$ cat config.mk
export PLATFORM = sky130hd
export DESIGN_NAME = seq_mul
export DESIGN_NICKNAME = d
export VERILOG_FILES = /design/src/rtl/seq_mul.sv
export SDC_FILE = /design/constraint.sdc
export NUM_CORES = 1
export LEC_CHECK = 0
export ABC_AREA = 0
export BUFFER_PORTS_ARGS = -buffer_cell sky130_fd_sc_hd__buf_2
export CAP_MARGIN = 20
export CELL_PAD_IN_SITES_DETAIL_PLACEMENT = 0
export CELL_PAD_IN_SITES_GLOBAL_PLACEMENT = 1
export CORE_AREA = 3 3 82 92
export CTS_CLUSTER_SIZE = 14
export DETAILED_ROUTE_END_ITERATION = 7
export DIE_AREA = 0 0 85 95
export PLACE_DENSITY = 0.78
export SETUP_SLACK_MARGIN = 0.4
export SLEW_MARGIN = 10
export SYNTH_ARGS = -nofsm -noshare
export SYNTH_HDL_FRONTEND = slang
export SYNTH_SLANG_ARGS = --single-unit
$ cat constraint.sdc
create_clock -name clk -period 6.1 [get_ports clk]
set_input_delay 0.305 -clock clk [delete_from_list [all_inputs] [get_ports clk]]
set_output_delay 0.305 -clock clk [all_outputs]
set_load 0.01 [all_outputs]
$ cat src/rtl/seq_mul.sv
// Multi-cycle shift-add multiplier: WIDTH iterations per product, with unsigned
// and two's-complement modes. Signed operands are multiplied as magnitudes and
// the product is negated at the end when needed.
module seq_mul #(
   parameter int WIDTH = 8,
   parameter int CNT_W = $clog2(WIDTH + 1)
) (
   input  logic                 clk,
   input  logic                 rst_n,
   input  logic                 start,
   input  logic                 signed_mode,
   input  logic [WIDTH-1:0]     operand1,
   input  logic [WIDTH-1:0]     operand2,
   output logic                 busy,
   output logic                 done,
   output logic [2*WIDTH-1:0]   product
);

   typedef enum logic [1:0] {IDLE, RUN, DONE} state_t;

   localparam logic [CNT_W-1:0] LAST = CNT_W'(WIDTH - 1);

   state_t             state;
   logic [WIDTH-1:0]   mcand;
   logic [WIDTH-1:0]   mplier;
   logic [2*WIDTH-1:0] acc;
   logic               neg;
   logic [CNT_W-1:0]   count;

   logic [WIDTH-1:0]   mag1;
   logic [WIDTH-1:0]   mag2;
   logic [WIDTH:0]     upper_sum;
   logic [2*WIDTH-1:0] acc_next;

   // upper_sum keeps the carry out of the add; the shift brings it into the top bit
   always_comb begin
      mag1      = (signed_mode && operand1[WIDTH-1]) ? -operand1 : operand1;
      mag2      = (signed_mode && operand2[WIDTH-1]) ? -operand2 : operand2;
      upper_sum = {1'b0, acc[2*WIDTH-1:WIDTH]} + (mplier[0] ? {1'b0, mcand} : '0);
      acc_next  = (2*WIDTH)'({upper_sum, acc[WIDTH-1:0]} >> 1);
   end

   always_ff @(posedge clk) begin
      if (!rst_n) begin
         state   <= IDLE;
         busy    <= 1'b0;
         done    <= 1'b0;
         product <= '0;
         mcand   <= '0;
         mplier  <= '0;
         acc     <= '0;
         neg     <= 1'b0;
         count   <= '0;
      end else begin
         case (state)
            IDLE, DONE: begin
               done <= 1'b0;
               if (start) begin
                  mcand  <= mag1;
                  mplier <= mag2;
                  neg    <= signed_mode && (operand1[WIDTH-1] ^ operand2[WIDTH-1]);
                  acc    <= '0;
                  count  <= '0;
                  busy   <= 1'b1;
                  state  <= RUN;
               end else begin
                  state  <= IDLE;
               end
            end
            RUN: begin
               acc    <= acc_next;
               mplier <= mplier >> 1;
               count  <= count + 1'b1;
               // The final iteration's sum goes straight into product
               if (count == LAST) begin
                  product <= neg ? -acc_next : acc_next;
                  busy    <= 1'b0;
                  done    <= 1'b1;
                  state   <= DONE;
               end
            end
            default: begin
               busy  <= 1'b0;
               done  <= 1'b0;
               state <= IDLE;
            end
         endcase
      end
   end

endmodule

==> summary.md, run 1 <==
| Metric | Value |
|---|---|
| Status | completed |
| Crit path launch | mplier[0] |
| Height of the chip | around 95 µm |
| Simple-gate share of the synthesized area | 0.220 |
| Total CTS buffers | 5 |
| Via Count | around 2600 |
| Wirelength per Cell | between 10 and 15 µm |
| Synthesis Warnings | 0 |
| Required time of the worst setup path | 6290 ps |
| Area Overhead vs Synth | 10.9% |
| Hold Path Class | input pin to flop |
| Crit path capture type | flop |
| CTS H-Tree Depth | 2 |
| Post-CTS setup buffer count | 0 |
| Main synth FF type | dfxtp_1 |
| Crit path launch type | flop |
| Worst hold start | rst_n |
| First-pass DRT Iterations | 4 |
| Arrival time worst endpoint | 2840 ps |
| Yosys reg bits | 56 |
| Mapped Nets | just under 400 |
| Clock sink count | 56 |
| Placed cell area | around 3300 µm² |
| Met1 GRT Util | 0.211 |
| Detail-routed via count per cell | 5.53 |
| Final cell count without fillers | ~470 |
| Maximum vdd drop | approximately 110 µV |
| Synth Cell Area | 3040 µm² |
| Global routing usage on met3 | 0.0279 |
| Min Tclk post-route | between 2000 and 3000 ps |
| Clock buffer depth | 2 |
| Syn Area/Cell | between 8 and 9 µm² |
| Worst-Margin Slew | 957 ps |
| Critical R2R Launch | mplier[0] |
| Sequential fraction of the synthesis area | 0.369 |
| Post-placement cell count | ~470 |
| CP max stage delay | just under 500 ps |
| Synth Area in Compound Gates | 0.244 |
| Post-Synth Adder-Cell Area | 0.0560 |
| Core Area | ~6600 µm² |
| Die area | a little over 8000 µm² |
| Unrepaired setup endpoints after global routing | no |
| Setup_tns | 0 ps |
| Ys async rst share | 0 |
| Final Setup Violations | 0 |
| Global-route wire length before repair | ~11000 µm |
| Number of diodes | 0 |
| Number of synthesized flops with an enable pin | 0 |
| Cell Chain, Critical Path | and2_1, ha_1, fa_1, nor3_1, and2_1, o221ai_2, nor4_2, mux2i_1, a31oi_1 |
| Final GP Congestion | about 0.8 |
| Initial Util | 0.458 |
| Syn Inst Count | 361 |
| Crit path kind | flop to flop |
| CP top delay family | simple AND/OR/NAND/NOR gates |
| Critical Path Fanout Max | 9 |
| Initial DRC Count | 110 |
| Max-Cap Viols | 0 |
| Residual DRC count | 0 |
| Mux share of post-synthesis cell area | 0.00329 |
| Clock latency on the worst-skew pair | between 300 and 400 ps |
| Hold Vio Cnt, Final | 0 |
| Slew Viols, Final | 0 |
| Layout cells sized above 1 | 0.163 |
| Initial antenna violation count | 0 |
| CTS tree | yes |
| Layout Skew | about 11 ps |
| Slew HR | 0.360 |
| FILL cells | 685 |
| Port Buf Inserts | 37 |
| Final nets | between 400 and 500 |
| CTS Root Cell | clkbuf_8 |
| XOR/XNOR Fraction of Synth Area | 0.0688 |
| WL final | ~6800 µm |
| GRT met2 Usage | 0.309 |
| Main combinational cell family by area after synthesis | compound AO/OA/AOI/OAI gates |
| Pwr Density | just under 200 nW/µm² |
| Post-route cell area | about 3400 µm² |
| Post-synthesis cell type count | between 50 and 60 |
| Vias in the first global route | approximately 2500 |
| Total grt overflow | 0 |
| CTS Hold Bufs | 0 |
| Setup slack, reg-to-reg | about 3400 ps |
| CP most frequent cell | and2_1 |
| Fmax | 376 MHz |
| GRT Total Usage | 0.173 |
| Cell Rows | 31 |
| CP Buf/Inv Count | 0 |
| LEAKAGE | 1.36 nW |
| Reg clk slew, reported paths | 100 ps |
| DP HPWL | 4950 µm |
| Final worst path period share | 0.436 |
| Boundary Pins | 38 |
| Critical path's slowest cell | fa_1 |
| Routed Antenna Nets | 0 |
| Chip width | 85 µm |
| Largest net degree at the start of global routing | 40 |
| Post-CTS sizing | 0 |
| Busiest metal layer after global routing | met2 |
==> state kept, by name (all words and copies together) (netlist names) <==
signal / count
acc: 15
busy: 1
count: 4
done: 1
mcand: 8
mplier: 8
neg: 1
product: 16
state: 2
==> logic make-up (layout without fill, tap and decap cells) <==
logic type / Yosys count / after routing
fa+ha+maj: 13 / 13
flops: 56 / 56
buf+inv: 30 / 61
compound gates: 104 / 104
simple gates: 134 / 134
xor+xnor: 23 / 23
mux: 1 / 1
==> through the flow <==
stage          setup WS, ps  total power [W]  hold slack [ps]   util
2_1_floorplan          3670         0.000453              432      -
3_3_place_gp           3530         0.000479              435  0.495
3_5_place_dp           3460         0.000480              442  0.495
4_1_cts                3450         0.000680              268  0.508
5_1_grt                3190         0.000707              275  0.508
6_report               3440         0.000670              280  0.508
==> metal layers <==
layer	part of all wire	up-vias
met5	0	-
met4	0.0092	0
met3	0.038	4
met2	0.48	54
met1	0.47	1205
li1	-	1358
==> Yosys cell counts, drive strengths merged (2+ instances only) <==
| library cell | count | area share |
|---|---|---|
| dfxtp | 56 | 0.37 |
| nor2 | 39 | 0.049 |
| nand2 | 36 | 0.044 |
| a21oi | 28 | 0.046 |
| o21ai | 16 | 0.026 |
| xor2 | 16 | 0.049 |
| clkbuf | 15 | 0.019 |
| a211oi | 13 | 0.038 |
| nand3 | 13 | 0.021 |
| a22o | 12 | 0.035 |
| ha | 12 | 0.049 |
| inv | 12 | 0.015 |
| nor3 | 10 | 0.016 |
| and2 | 9 | 0.019 |
| xnor2 | 7 | 0.020 |
| a22oi | 6 | 0.015 |
| o31ai | 6 | 0.016 |
| a31oi | 5 | 0.010 |
| nand4 | 4 | 0.013 |
| a311oi | 3 | 0.0087 |
| buf | 3 | 0.0058 |
| nand3b | 3 | 0.0074 |
| nor2b | 3 | 0.0062 |
| nor3b | 3 | 0.0091 |
| o221ai | 3 | 0.013 |
| or2 | 3 | 0.0062 |
| or3 | 3 | 0.0078 |
| and3 | 2 | 0.0041 |
| nand2b | 2 | 0.0041 |
| nor4 | 2 | 0.0062 |
| o211ai | 2 | 0.0066 |
==> report_power, final <==
part	internal, W	switching, W	leakage [nW]
registers	0.000376	0.00000844	0.455
logic	0.0000337	0.0000523	0.857
clock network	0.0000821	0.000117	0.0456
total	0.000492	0.000178	1.36
==> worst register-to-register path, cell delays in order (launching register included) <==
cell      delay (ps)
dfxtp_1          430
and2_1           160
ha_1             230
fa_1             490
nor3_1           290
and2_1           190
o221ai_2         140
nor4_2           320
mux2i_1          220
a31oi_1           90
==> final timing paths <==
check	to	depth (start not counted)
max	product[15]	9
min	product[13]	3
max reg2reg	product[15]	9
min reg2reg	done	2
==> cells in the final DEF, fill, tap and decap left out, types with 3 or more instances in the layout <==
master | netlist | final
a211oi_1 | 11 | 11
a21oi_1 | 28 | 28
a22o_1 | 12 | 12
a22oi_1 | 6 | 6
a311oi_1 | 3 | 3
a31oi_1 | 5 | 5
and2_1 | 9 | 9
buf_2 | 2 | 37
buf_4 | 1 | 4
clkbuf_8 | 0 | 5
dfxtp_1 | 56 | 56
ha_1 | 12 | 12
inv_1 | 12 | 12
nand2_1 | 36 | 36
nand3_1 | 13 | 13
nand3b_1 | 3 | 3
nand4_1 | 3 | 3
nor2_1 | 38 | 38
nor2b_1 | 3 | 3
nor3_1 | 10 | 10
o21ai_0 | 13 | 13
o21ai_1 | 3 | 3
o31ai_1 | 5 | 5
xnor2_1 | 7 | 7
xor2_1 | 15 | 15
==> cell type report <==
| cell class | instances | area (µm²) | share of cell area |
|---|---|---|---|
| clock buffer | 6 | 72.6 | 0.0215 |
| clock inverter | 2 | 13.8 | 0.00409 |
| inverter | 12 | 45.0 | 0.0134 |
| multi-input combinational | 275 | 1800 | 0.534 |
| sequential | 56 | 1120 | 0.333 |
| tap | 82 | 103 | 0.0305 |
| timing repair buffer | 41 | 215 | 0.0639 |
(Power assumes the default switching activity.)
==> run 2, diff against run 1 <==
--- a/config.mk
+++ b/config.mk
@@ -5,16 +5,16 @@
 export SDC_FILE = /design/constraint.sdc
 export NUM_CORES = 1
 export LEC_CHECK = 0
-export ABC_AREA = 0
+export ABC_AREA = 1
 export BUFFER_PORTS_ARGS = -buffer_cell sky130_fd_sc_hd__buf_2
 export CAP_MARGIN = 20
 export CELL_PAD_IN_SITES_DETAIL_PLACEMENT = 0
 export CELL_PAD_IN_SITES_GLOBAL_PLACEMENT = 1
-export CORE_AREA = 3 3 82 92
+export CORE_AREA = 3 3 92 103
 export CTS_CLUSTER_SIZE = 14
 export DETAILED_ROUTE_END_ITERATION = 7
-export DIE_AREA = 0 0 85 95
-export PLACE_DENSITY = 0.78
+export DIE_AREA = 0 0 95 106
+export PLACE_DENSITY = 0.7
 export SETUP_SLACK_MARGIN = 0.4
 export SLEW_MARGIN = 10
 export SYNTH_ARGS = -nofsm -noshare
==> constraint.sdc (replaced) <==
create_clock -name clk -period 2.4 [get_ports clk]
set_input_delay 0.12 -clock clk [delete_from_list [all_inputs] [get_ports clk]]
set_output_delay 0.12 -clock clk [all_outputs]
set_load 0.01 [all_outputs]
==> run 2 against run 1 <==
Fmax grew 34%. Via count grew 13%. Clock skew shrank 2.5 ps. Non-clock buffer count grew 7. Largest cell class unchanged.
==> summary.md, run 2 <==
| Metric | Value |
|---|---|
| Residual DRC count | 0 |
| WL final | 7540 µm |
| Yosys reg bits | 56 |
| Max-Cap Viols | 0 |
| Clock buffer depth | 2 |
| Final Setup Violations | 0 |
| Area Overhead vs Synth | 16.9% |
| Post-synth top area share | 0.361 |
| Post-synthesis cell type count | 35 |
| Critical path's slowest cell | dfxtp_4 |
| Reg2reg end | product[15] |
| Routed Antenna Nets | 0 |
| Hold Vio Cnt, Final | 0 |
| Layout Skew | approximately 8 ps |
| Fmax | between 500 and 600 MHz |
| CTS Root Cell | clkbuf_8 |
| Top-count cell post-synth | nand2_1 |
| Chip width | between 90 and 100 µm |
| First-pass DRT Iterations | 4 |
| Setup_tns | 0 ps |
| Main synth FF type | dfxtp_1 |
| Commonest cells post-synth | nand2_1 (112), inv_1 (60), dfxtp_1 (56), nor2_1 (44), nand3_1 (31) |
| Reg clk slew, reported paths | roughly 100 ps |
| Clock sink count | 56 |
| Synth Cell Area | 3100 µm² |
| Hold path endpoint | mcand[7] |
| Initial antenna violation count | 0 |
| Clock latency on the worst-skew pair | a little over 300 ps |
| Initial Util | 0.367 |
| Sequential fraction of the synthesis area | 0.361 |
| Commonest non-fill, non-tap cells in the layout | nand2_1 (105), inv_1 (59), dfxtp_1 (55) |
| CTS H-Tree Depth | 2 |
| Worst-Margin Slew | about 780 ps |
| Setup WS pre-CTS | roughly 200 ps |
| Critical R2R Launch | mplier[0] |
| Port Buf Inserts | 37 |
| Die area | 10100 µm² |
| Vias in the first global route | ~2700 |
| Final nets | about 530 |
| Hold Path Class | input pin to flop |
| Initial DRC Count | 99 |
| Final worst path period share | 0.826 |
| Placed cell area | roughly 3400 µm² |
| Total CTS buffers | 5 |
| Unrepaired setup endpoints after global routing | yes |
| LEAKAGE | 1.75 nW |
| Slew Viols, Final | 0 |
| Wirelength per Cell | ~12 µm |
| Detail-routed via count per cell | about 4.9 |
| Hold path depth | 3 |
| Required time of the worst setup path | 2610 ps |
| Worst R2R Path Depth | 15 |
| Total grt overflow | 0 |
| Largest net degree at the start of global routing | 26 |
| Via Count | between 2000 and 3000 |
| DP HPWL | 5450 µm |
| CP Buf/Inv Count | 1 |
| Most common cell after layout, fill and taps aside | nand2_1 |
| FILL cells | between 900 and 1000 |
| Arrival time worst endpoint | approximately 2200 ps |
| Register area | 1120 µm² |
| Number of diodes | 0 |
| Cell Chain, Critical Path | nand2_2, inv_2, ha_4, fa_2, nand2_2, nand3_2, nand2_1, nand2_1, and2_4, nand3_2, nand2_2, nand3_2, nand2_1, nor2_1, nor2_1 |
| Ys async rst share | 0 |
| CP max stage delay | roughly 380 ps |
| Core Area | about 8500 µm² |
| Syn Inst Count | between 400 and 500 |
| Worst hold start | operand1[7] |
| Largest area contributor in the netlist | dfxtp_1 |
| Height of the chip | roughly 110 µm |
| Pwr Density | a little over 500 nW/µm² |
| CP top delay family | simple AND/OR/NAND/NOR gates |
| Crit path capture type | flop |
| Crit path launch type | flop |
| Status | completed |
| Final GP Congestion | around 0.80 |
| Boundary Pins | 38 |
| Synth area leaders | dfxtp_1 (36%), nand2_1 (14%), inv_1 (7.3%), nor2_1 (5.3%), nand3_1 (5.0%) |
| Global-route wire length before repair | between 10000 and 15000 µm |
| Post-route cell area | between 3000 and 4000 µm² |
| Slew HR | 0.477 |
| CTS tree | yes |
| Crit path kind | flop to flop |
| Synthesis Warnings | 0 |
| Mapped Nets | a little under 500 |
| Min Tclk post-route | just under 2000 ps |
| Setup slack, reg-to-reg | around 420 ps |
| Multi-input combinational cell area | between 1500 and 2000 µm² |
| Maximum vdd drop | between 200 and 250 µV |
| Number of synthesized flops with an enable pin | 0 |
| GRT Total Usage | 0.151 |
| Cell Rows | 35 |
| Largest regs | product x16, acc x15 |
| Layout cells sized above 1 | 0.183 |
| Syn Area/Cell | slightly below 7 µm² |
| Final worst slack | ~420 ps |
| Reg with most FFs | product |
| Critical Path Fanout Max | 7 |
| Number of flip-flops in the largest register | 16 |
[run 2: cell types whose count changed after synthesis, sizes merged, moves of 9 or more]
cell,previous run,this run
nand2,36,117
inv,12,63
nand3,13,35
a22o,12,0
xor2,16,4
a211oi,13,3
nor2,39,48
o21ai,16,25
[run 2: routing by layer]
layer / GRT usage / share of wire
met5: 0 / 0
met1: 0.196 / 0.48
met2: 0.261 / 0.48
met4: 0.0361 / 0.0096
met3: 0.0212 / 0.033
[run 2: final cells by class]
| class | instances | share of cell area |
|---|---|---|
| clock inverters | 2 | 0.0107 |
| clock buffers | 6 | 0.0200 |
| flip-flops and latches | 56 | 0.310 |
| multi-input cells | 318 | 0.482 |
| well taps | 111 | 0.0383 |
| repair buffers | 48 | 0.0738 |
| inverters | 63 | 0.0652 |
[run 2: worst min-delay path, stage by stage]
cell     delay, ps
buf_2          110
nand2_1         70
a21oi_1         50
[run 2: worst max path at each step]
stage / start / end / slack (ps) / depth (start not counted)
after floorplan: mplier[0] / product[15] / 410 / 15
after global placement: mplier[0] / product[15] / 260 / 12
after detailed placement: mplier[0] / product[15] / 200 / 12
after CTS: mplier[0] / product[15] / 400 / 12
after global routing: mplier[0] / product[13] / 250 / 15
final: mplier[0] / product[15] / 420 / 15
[run 2: repair_timing]
action,in CTS,in global routing
setup endpoints to repair,8,8
buffers inserted,5,3
gates resized for setup,7,9
hold buffers,0,0
cloned,0,1
pin swaps,5,9
[run 2: report_power, final]
part           switching, W  internal, W  leakage, nW
registers         0.0000257     0.000958        0.456
logic              0.000147    0.0000854         1.24
clock network      0.000324     0.000316       0.0558
[run 2: cell families after synthesis]
logic type	after synthesis	synth area share
buffers and inverters	79	0.0996
adders and majority gates	13	0.0549
AOI/OAI and AO/OA	84	0.161
and+or+nand+nor	213	0.303
xor gates and xnor gates	7	0.0198
DFF	56	0.361
[run 2: metrics by stage]
step           total power [W]  hold WS (ps)  utilization  cells
2_1_floorplan          0.00116           261            -    452
3_3_place_gp           0.00122           408        0.400    587
3_5_place_dp           0.00123           411        0.400    587
4_1_cts                0.00188          75.3        0.422    600
5_1_grt                0.00196          86.6        0.429    604
6_report               0.00186          85.6        0.429    604
